## config.mk

```make
export PLATFORM = sky130hd
export DESIGN_NAME = hack_boot_ctrl
export DESIGN_NICKNAME = d
export VERILOG_FILES = /design/src/rtl/hack_boot_ctrl.sv
export SDC_FILE = /design/constraint.sdc
export NUM_CORES = 1
export LEC_CHECK = 0
export BUFFER_PORTS_ARGS = -buffer_cell sky130_fd_sc_hd__buf_2
export CORE_ASPECT_RATIO = 0.5
export CORE_MARGIN = 10
export CORE_UTILIZATION = 44
export CTS_BUF_LIST = sky130_fd_sc_hd__clkbuf_4
export CTS_CLUSTER_DIAMETER = 120
export DETAILED_ROUTE_END_ITERATION = 16
export PLACE_DENSITY = 0.63
export SLEW_MARGIN = 20
export SYNTH_ARGS = -nofsm -noshare
export SYNTH_HDL_FRONTEND = slang
export SYNTH_SLANG_ARGS = --single-unit
export TNS_END_PERCENT = 10
```

## constraint.sdc

```tcl
create_clock -name clk -period 3.4 [get_ports clk]
set_input_delay 0.68 -clock clk [delete_from_list [all_inputs] [get_ports clk]]
set_output_delay 0.68 -clock clk [all_outputs]
set_load 0.005 [all_outputs]
```

## src/rtl/hack_boot_ctrl.sv

```systemverilog
// hack_boot_ctrl: loads a byte-streamed Hack program into ROM, then releases the CPU and watches for its halt loop
module hack_boot_ctrl #(
  parameter int ADDR_W = 15
) (
  input  logic              clk,
  input  logic              rstn,
  input  logic [7:0]        s_data,
  input  logic              s_valid,
  output logic              s_ready,
  input  logic              reload,
  output logic              rom_we,
  output logic [ADDR_W-1:0] rom_addr,
  output logic [15:0]       rom_wdata,
  input  logic [15:0]       cpu_pc,
  output logic              cpu_reset,
  output logic              busy,
  output logic              running,
  output logic              halted,
  output logic [15:0]       halt_pc,
  output logic [31:0]       cycle_count
);
  typedef enum logic [2:0] {LEN_HI, LEN_LO, DATA_HI, DATA_LO, START, RUN, HALT} state_e;
  localparam logic [16:0] DEPTH = 17'(1) << ADDR_W;
  state_e state_q, state_d;
  logic [15:0] n_q, n_d, k_q, k_d, wdata_q, wdata_d, hpc_q, hpc_d, h1_q, h1_d, h2_q, h2_d;
  logic [7:0] hi_q, hi_d;
  logic [ADDR_W-1:0] addr_q, addr_d;
  logic [31:0] cnt_q, cnt_d;
  logic we_q, we_d, in_load, acc, detect;
  assign in_load = state_q inside {LEN_HI, LEN_LO, DATA_HI, DATA_LO};
  assign s_ready = rstn & in_load & ~reload;
  assign acc = s_valid & s_ready;
  assign detect = (state_q == RUN) && (cnt_q >= 32'd3) &&
                  ((cpu_pc == h1_q) || (cpu_pc == h2_q && h1_q == 16'(cpu_pc + 16'd1)));
  assign cpu_reset = ~(state_q inside {RUN, HALT});
  assign busy = in_load | (state_q == START);
  assign running = state_q == RUN;
  assign halted = state_q == HALT;
  assign rom_we = we_q;
  assign rom_addr = addr_q;
  assign rom_wdata = wdata_q;
  assign halt_pc = hpc_q;
  assign cycle_count = cnt_q;
  // next state: frame parsing, word writes, run counting and halt detection; reload overrides all
  always_comb begin
    state_d = state_q;
    n_d = n_q;
    k_d = k_q;
    hi_d = hi_q;
    we_d = 1'b0;
    addr_d = addr_q;
    wdata_d = wdata_q;
    hpc_d = hpc_q;
    h1_d = h1_q;
    h2_d = h2_q;
    cnt_d = cnt_q;
    if (reload) begin
      state_d = LEN_HI;
      n_d = '0;
      k_d = '0;
      hpc_d = '0;
      h1_d = '0;
      h2_d = '0;
      cnt_d = '0;
    end else begin
      case (state_q)
        LEN_HI: if (acc) begin
          n_d = {s_data, 8'h00};
          state_d = LEN_LO;
        end
        LEN_LO: if (acc) begin
          n_d = {n_q[15:8], s_data};
          state_d = ({n_q[15:8], s_data} == 16'd0) ? START : DATA_HI;
        end
        DATA_HI: if (acc) begin
          hi_d = s_data;
          state_d = DATA_LO;
        end
        DATA_LO: if (acc) begin
          we_d = {1'b0, k_q} < DEPTH;
          addr_d = k_q[ADDR_W-1:0];
          wdata_d = {hi_q, s_data};
          k_d = k_q + 16'd1;
          state_d = (k_q == n_q - 16'd1) ? START : DATA_HI;
        end
        START: state_d = RUN;
        RUN: begin
          cnt_d = &cnt_q ? cnt_q : cnt_q + 32'd1;
          h1_d = cpu_pc;
          h2_d = h1_q;
          state_d = detect ? HALT : RUN;
          hpc_d = detect ? cpu_pc : hpc_q;
        end
        HALT: ;
        default: state_d = LEN_HI;
      endcase
    end
  end
  // state register with asynchronous reset to the idle load state
  always_ff @(posedge clk or negedge rstn) begin
    if (!rstn) begin
      state_q <= LEN_HI;
      n_q <= '0;
      k_q <= '0;
      hi_q <= '0;
      we_q <= 1'b0;
      addr_q <= '0;
      wdata_q <= '0;
      hpc_q <= '0;
      h1_q <= '0;
      h2_q <= '0;
      cnt_q <= '0;
    end else begin
      state_q <= state_d;
      n_q <= n_d;
      k_q <= k_d;
      hi_q <= hi_d;
      we_q <= we_d;
      addr_q <= addr_d;
      wdata_q <= wdata_d;
      hpc_q <= hpc_d;
      h1_q <= h1_d;
      h2_q <= h2_d;
      cnt_q <= cnt_d;
    end
  end
endmodule

```

# == Word level (Yosys, flattened, before mapping) ==
# Cells that the tools add are included.
# totals
wordCells,93
inputBits,28
out_inout_bits,85
regBits,155
# classes
eq_ne,17
magnitude_cmp,2
addsub,4
muxes,29
reduce_logical,23
bitwise_logic,6
# op_table
operator,n
2-to-1 mux 16 bit,12
2-to-1 mux 32 bit,3
== test 16 bit,4
"adder 16 x 1 -> 16 bit, second input constant",2
"adder 32 x 1 -> 32 bit, second input constant",1
"greater-or-equal comparator 32 x 2 -> 1 bit, second input constant",1
one-hot mux 16 bit (2 select lines),1
AND reduction 32 bit,1
2-to-1 mux 3 bit,7
one-hot mux 3 bit (7 select lines),1
logical NOT 16 bit,1
"< comparator 16 bit, second input constant",1
"subtractor 16 x 1 -> 16 bit, second input constant",1
"inequality test 3 bit, second input constant",4
AND reduction 3 bit,4
nonzero test 2 bit,6
"== test 3 bit, second input constant",3
2-to-1 mux 8 bit,1
"== test 3 x 2 -> 1 bit, second input constant",2
"inequality test 2 bit, second input constant",3
AND reduction 2 bit,3
AND reduction 5 bit,1
nonzero test 4 bit,1
bitwise AND 1 bit,3
other kinds (9),14

# == Depth between registers and ports, before layout ==
# depth
word_depth,8
ltp_mapped,11
ltp_nobuf,9

# == Least setup slack after synthesis ==
# Ideal clock, no wire load.
# synth_path
path_kind,input port to flip-flop
start,input cpu_pc[2]
end,register hpc_q[10] (netlist: halt_pc[10])
setup_time_ns,0.124
path_buffers,3
setup_slack_ns,0.728
arrival_time_ns,2.548
cell_stages,10
required_time_ns,3.276
cell_sequence,clkbuf_1 -> nand3_1 -> xnor2_1 -> or3_1 -> a211oi_1 -> nand4_1 -> o32a_1 -> buf_4 -> buf_6 -> mux2i_1
# synth_between
elab_chain_len,7
elab_cells_between_ends,9
classes_between,add/sub (1); eq/ne (3); reduce/logical (5)
# synth_rtl
item,line,source
start: declaration,14,"input logic [15:0] cpu_pc,"
adder 16 x 1 -> 16 bit,34,((cpu_pc == h1_q) || (cpu_pc == h2_q && h1_q == 16'(cpu_pc + 16'd1)));
== test 16 bit,34,
logical AND 1 bit,34,
logical OR 1 bit (*),34,
logical AND 1 bit (*),33,assign detect = (state_q == RUN) && (cnt_q >= 32'd3) &&
nonzero test 2 bit (no line) (*),-,
AND reduction 2 bit (no line) (*),-,
end signal: assignment,121,hpc_q <= hpc_d;
end: declaration,25,"logic [15:0] n_q, n_d, k_q, k_d, wdata_q, wdata_d, hpc_q, hpc_d, h1_q, h1_d, h2_q, h2_d;"
# Every way passes the cells marked *; elsewhere a longest branch is shown, timed or not.
# A chain may end at the register's enable or synchronous reset.

# == Worst setup path in the final report ==
# layout_path
start,register n_q[0]
end,register state_q[1]
# layout_between
elab_chain_len,6
# layout_rtl
item,line,source
start: declaration,25,
start signal: assignment,115,n_q <= n_d;
subtractor 16 x 1 -> 16 bit,84,state_d = (k_q == n_q - 16'd1) ? START : DATA_HI;
== test 16 bit,84,
2-to-1 mux 3 bit,84,
2-to-1 mux 3 bit,79,DATA_LO: if (acc) begin
one-hot mux 3 bit (7 select lines),66,case (state_q)
2-to-1 mux 3 bit,57,if (reload) begin
end signal: assignment,114,state_q <= state_d;
end: declaration,24,"state_e state_q, state_d;"
# Every way passes these cells. The select of a mux whose other input is x is not followed.

==> flow_summary.toml <==
[yosys]
async_flop_share_pct = 100
yosysUniqueCellTypes = 56
synth_top_area_cell = "dfrtp_1"
synth-main-ff-cell = "dfrtp_1"
ys_warn_count = 0
synth_area_leaders = "dfrtp_1 (47%), nand2_1 (12%), xor2_1 (5.9%)"
synth-edff-count = 0
synth_top_cell_area_share_pct = 47.3
synth_area_um2 = 8210
syn_area_per_cell_um2 = 8.74
yosysSeqAreaShare_pct = 47.3
netlist_instances = 939
synth-seq-cells = 155
synth_fp_nets = 971

[route]
first_pass_iters = 5
drt_iter0_drc = 451
post_drt_wl_per_cell_um = 17.3
via_per_inst = 5.40
totalWireLength_mm = 22.1
antenna_left = 0
drc = 0
via_count = 6907

[place]
place_hpwl_mm = 15.5
io_buffers = 112
gp_congestion = 0.922
pre_cts_ws_ns = 0.430

[cells_and_area]
num-fill-cells = 1786
drive_above_1_share_pct = 16.5
final_util_pct = 50.3
nNetsFinal = 1056
multiInputGateArea_um2 = 4030
final_common_cell = "nand2_1"
syn_to_final_growth_pct = 12.4
seqCellArea_um2 = 3880
final_cell_mix = "nand2_1 (252), dfrtp_1 (155), buf_2 (111), nor2_1 (65), xor2_1 (55)"

[worst_setup_path]
endpoint_kind = "register"
worstPathRequired_ns = 3.85
slowest_stage = "or4b_1"
cp_num_buf_inv = 1
crit_cells = 9
rrSetupSlack_ns = 0.44
worst-r2r-cell-count = 9
startpoint_type = "register"
cp_cell_sequence = "inv_1, ha_1, or4b_1, or3_1, a2111oi_2, o211ai_1, nor4_2, o21a_1, o21ai_1"
cp_top_family = "simple AND/OR/NAND/NOR gates"
path_class = "register to register"
crit_fanout = 7
slowest_delay_ns = 0.58
crit_arrival_ns = 3.41

[sta]
whs_ns = 0.267
relSlewSlack_pct = 43.1
min_period_ns = 2.96
setup_slack_ns = 0.436
period_share_pct = 87.2
rsz0062_at_grt = "no"
report.final.slew_viol_count = 0
report.final.setup_viol = 0
skew_ns = 0.0185
tightest_slew_ns = 0.854
setup_tns_ns = 0
hold_viol_final = 0
max_freq_mhz = 337

[floorplan]
core_um2 = 18300
start_util_pct = 44.7
dieArea_um2 = 24800
die_h_um = 117
rows = 35
die_w_um = 213
ios = 113

[power]
p_leak_nw = 4.48
power_density_nw_per_um2 = 365
peakVddDrop_uv = 252
switching_power_mw = 0.957
p_clk_share_pct = 35.6
p_int_mw = 2.41
switching_share_pct = 28.4
total_power_mw = 3.36
seq_power_share_pct = 56.0
power_frac_comb_pct = 8.4

[global_routing]
grt_use_total_pct = 18.0
grt_pass1_vias = 6632
antenna_found_initial = 1
grt_pass1_wl_mm = 35.9
grt_max_degree = 156
grt-ovfl-total = 0

[clocking]
cts.sinks = 155
cts-hold-fix-buffers = 0
htree_levels = 4
cts_buffer_depth = 2
cts_tree = "yes"
clock_latency_ns = 0.56
path_clk_slew_ns = 0.15
clockRootBuffer = "clkbuf_4"
numCtsBuffers = 17
cts_setup_buffers = 0
cts_resized = 0

[flow_run]
cap_viol_max_count = 0

[status]
status = "completed"

[hold_path]
hold_class = "input port to async pin"
[routing by layer]
layer	routed length [µm]	GRT usage, %	part of all wire (%)
met1	10300	23.7	46
met2	10700	30.4	48
met3	988	3.67	4.5
met4	151	3.89	0.68
met5	0	0	0
[cells by family (layout without fill, tap and decap cells)]
group / after synthesis / count (layout) / share of synthesized area (%)
other: 0 / 1 / 0
DFF: 155 / 155 / 47.3
buffers and inverters: 70 / 168 / 3.60
xor gates and xnor gates: 92 / 92 / 9.82
adders and majority gates: 4 / 4 / 0.610
and+or+nand+nor: 483 / 483 / 27.3
AOI/OAI and AO/OA: 107 / 107 / 7.82
muxes: 28 / 28 / 3.57
[through the flow]
stage	instance area, µm²	instances
after floorplan	8210	939
after global placement	8930	1245
after detailed placement	8930	1245
after CTS	9220	1277
after global routing	9220	1278
final	9220	1278
[cells in the mapped netlist, types with 3 or more instances]
library cell,number
xnor2_1,37
nand3_1,29
mux2_2,10
dfrtp_1,155
xor2_1,55
mux2i_1,18
and4_1,7
a22o_1,5
nor3b_1,4
a31oi_1,6
buf_1,4
nor3_1,20
nor2_1,65
o2111ai_1,3
nand2_1,252
clkbuf_1,45
nand2b_1,4
o21ai_0,26
and2_1,7
a21oi_1,47
nor4_1,18
or3_1,10
and3_1,12
nor2b_1,5
ha_1,4
nand3b_1,6
buf_2,5
nand4_1,28
a211oi_1,4
or4_1,5
inv_1,9
buf_4,3
[worst reg2reg max path: stages, from the launching register on]
cell and delay (ns):
dfrtp_1 0.48, inv_1 0.09, ha_1 0.23, or4b_1 0.58
or3_1 0.40, a2111oi_2 0.36, o211ai_1 0.16, nor4_2 0.32
o21a_1 0.18, o21ai_1 0.06
[flip-flops by register name, summed over array words and instances, names as in the netlist, 3 cells and up]
| register | cells |
|---|---|
| cycle_count | 32 |
| h1_q | 16 |
| h2_q | 16 |
| halt_pc | 16 |
| hi_q | 8 |
| k_q | 16 |
| n_q | 16 |
| rom_addr | 15 |
| rom_wdata | 16 |
| state_q | 3 |
[area by class of cell]
class,count,area share (%)
Timing Repair Buffer,125,7.34
Multi-Input combinational cell,714,43.7
Sequential cell,155,42.1
Clock buffer,17,1.38
Inverter,11,0.448
Antenna cell,1,0.0271
Tap cell,240,3.26
Clock inverter,15,1.76
[worst paths after layout]
kind	from	to
setup / recovery	n_q[0]	state_q[1]
hold / removal	rstn	hi_q[6]
setup reg to reg	n_q[0]	state_q[1]
hold reg to reg	rom_addr[8]	rom_addr[8]
max in group asynchronous	rstn	h1_q[2]
min in group clk	s_data[7]	rom_wdata[7]
[power groups by stage]
stage | clock, mW | sequential [mW] | combinational (mW)
after floorplan | 0 | 1.91 | 0.167
after global placement | 0 | 1.92 | 0.283
after detailed placement | 0 | 1.92 | 0.285
after CTS | 1.24 | 1.89 | 0.287
after global routing | 1.32 | 1.89 | 0.318
final | 1.20 | 1.89 | 0.282
Power figures use the tool's default switching activity.
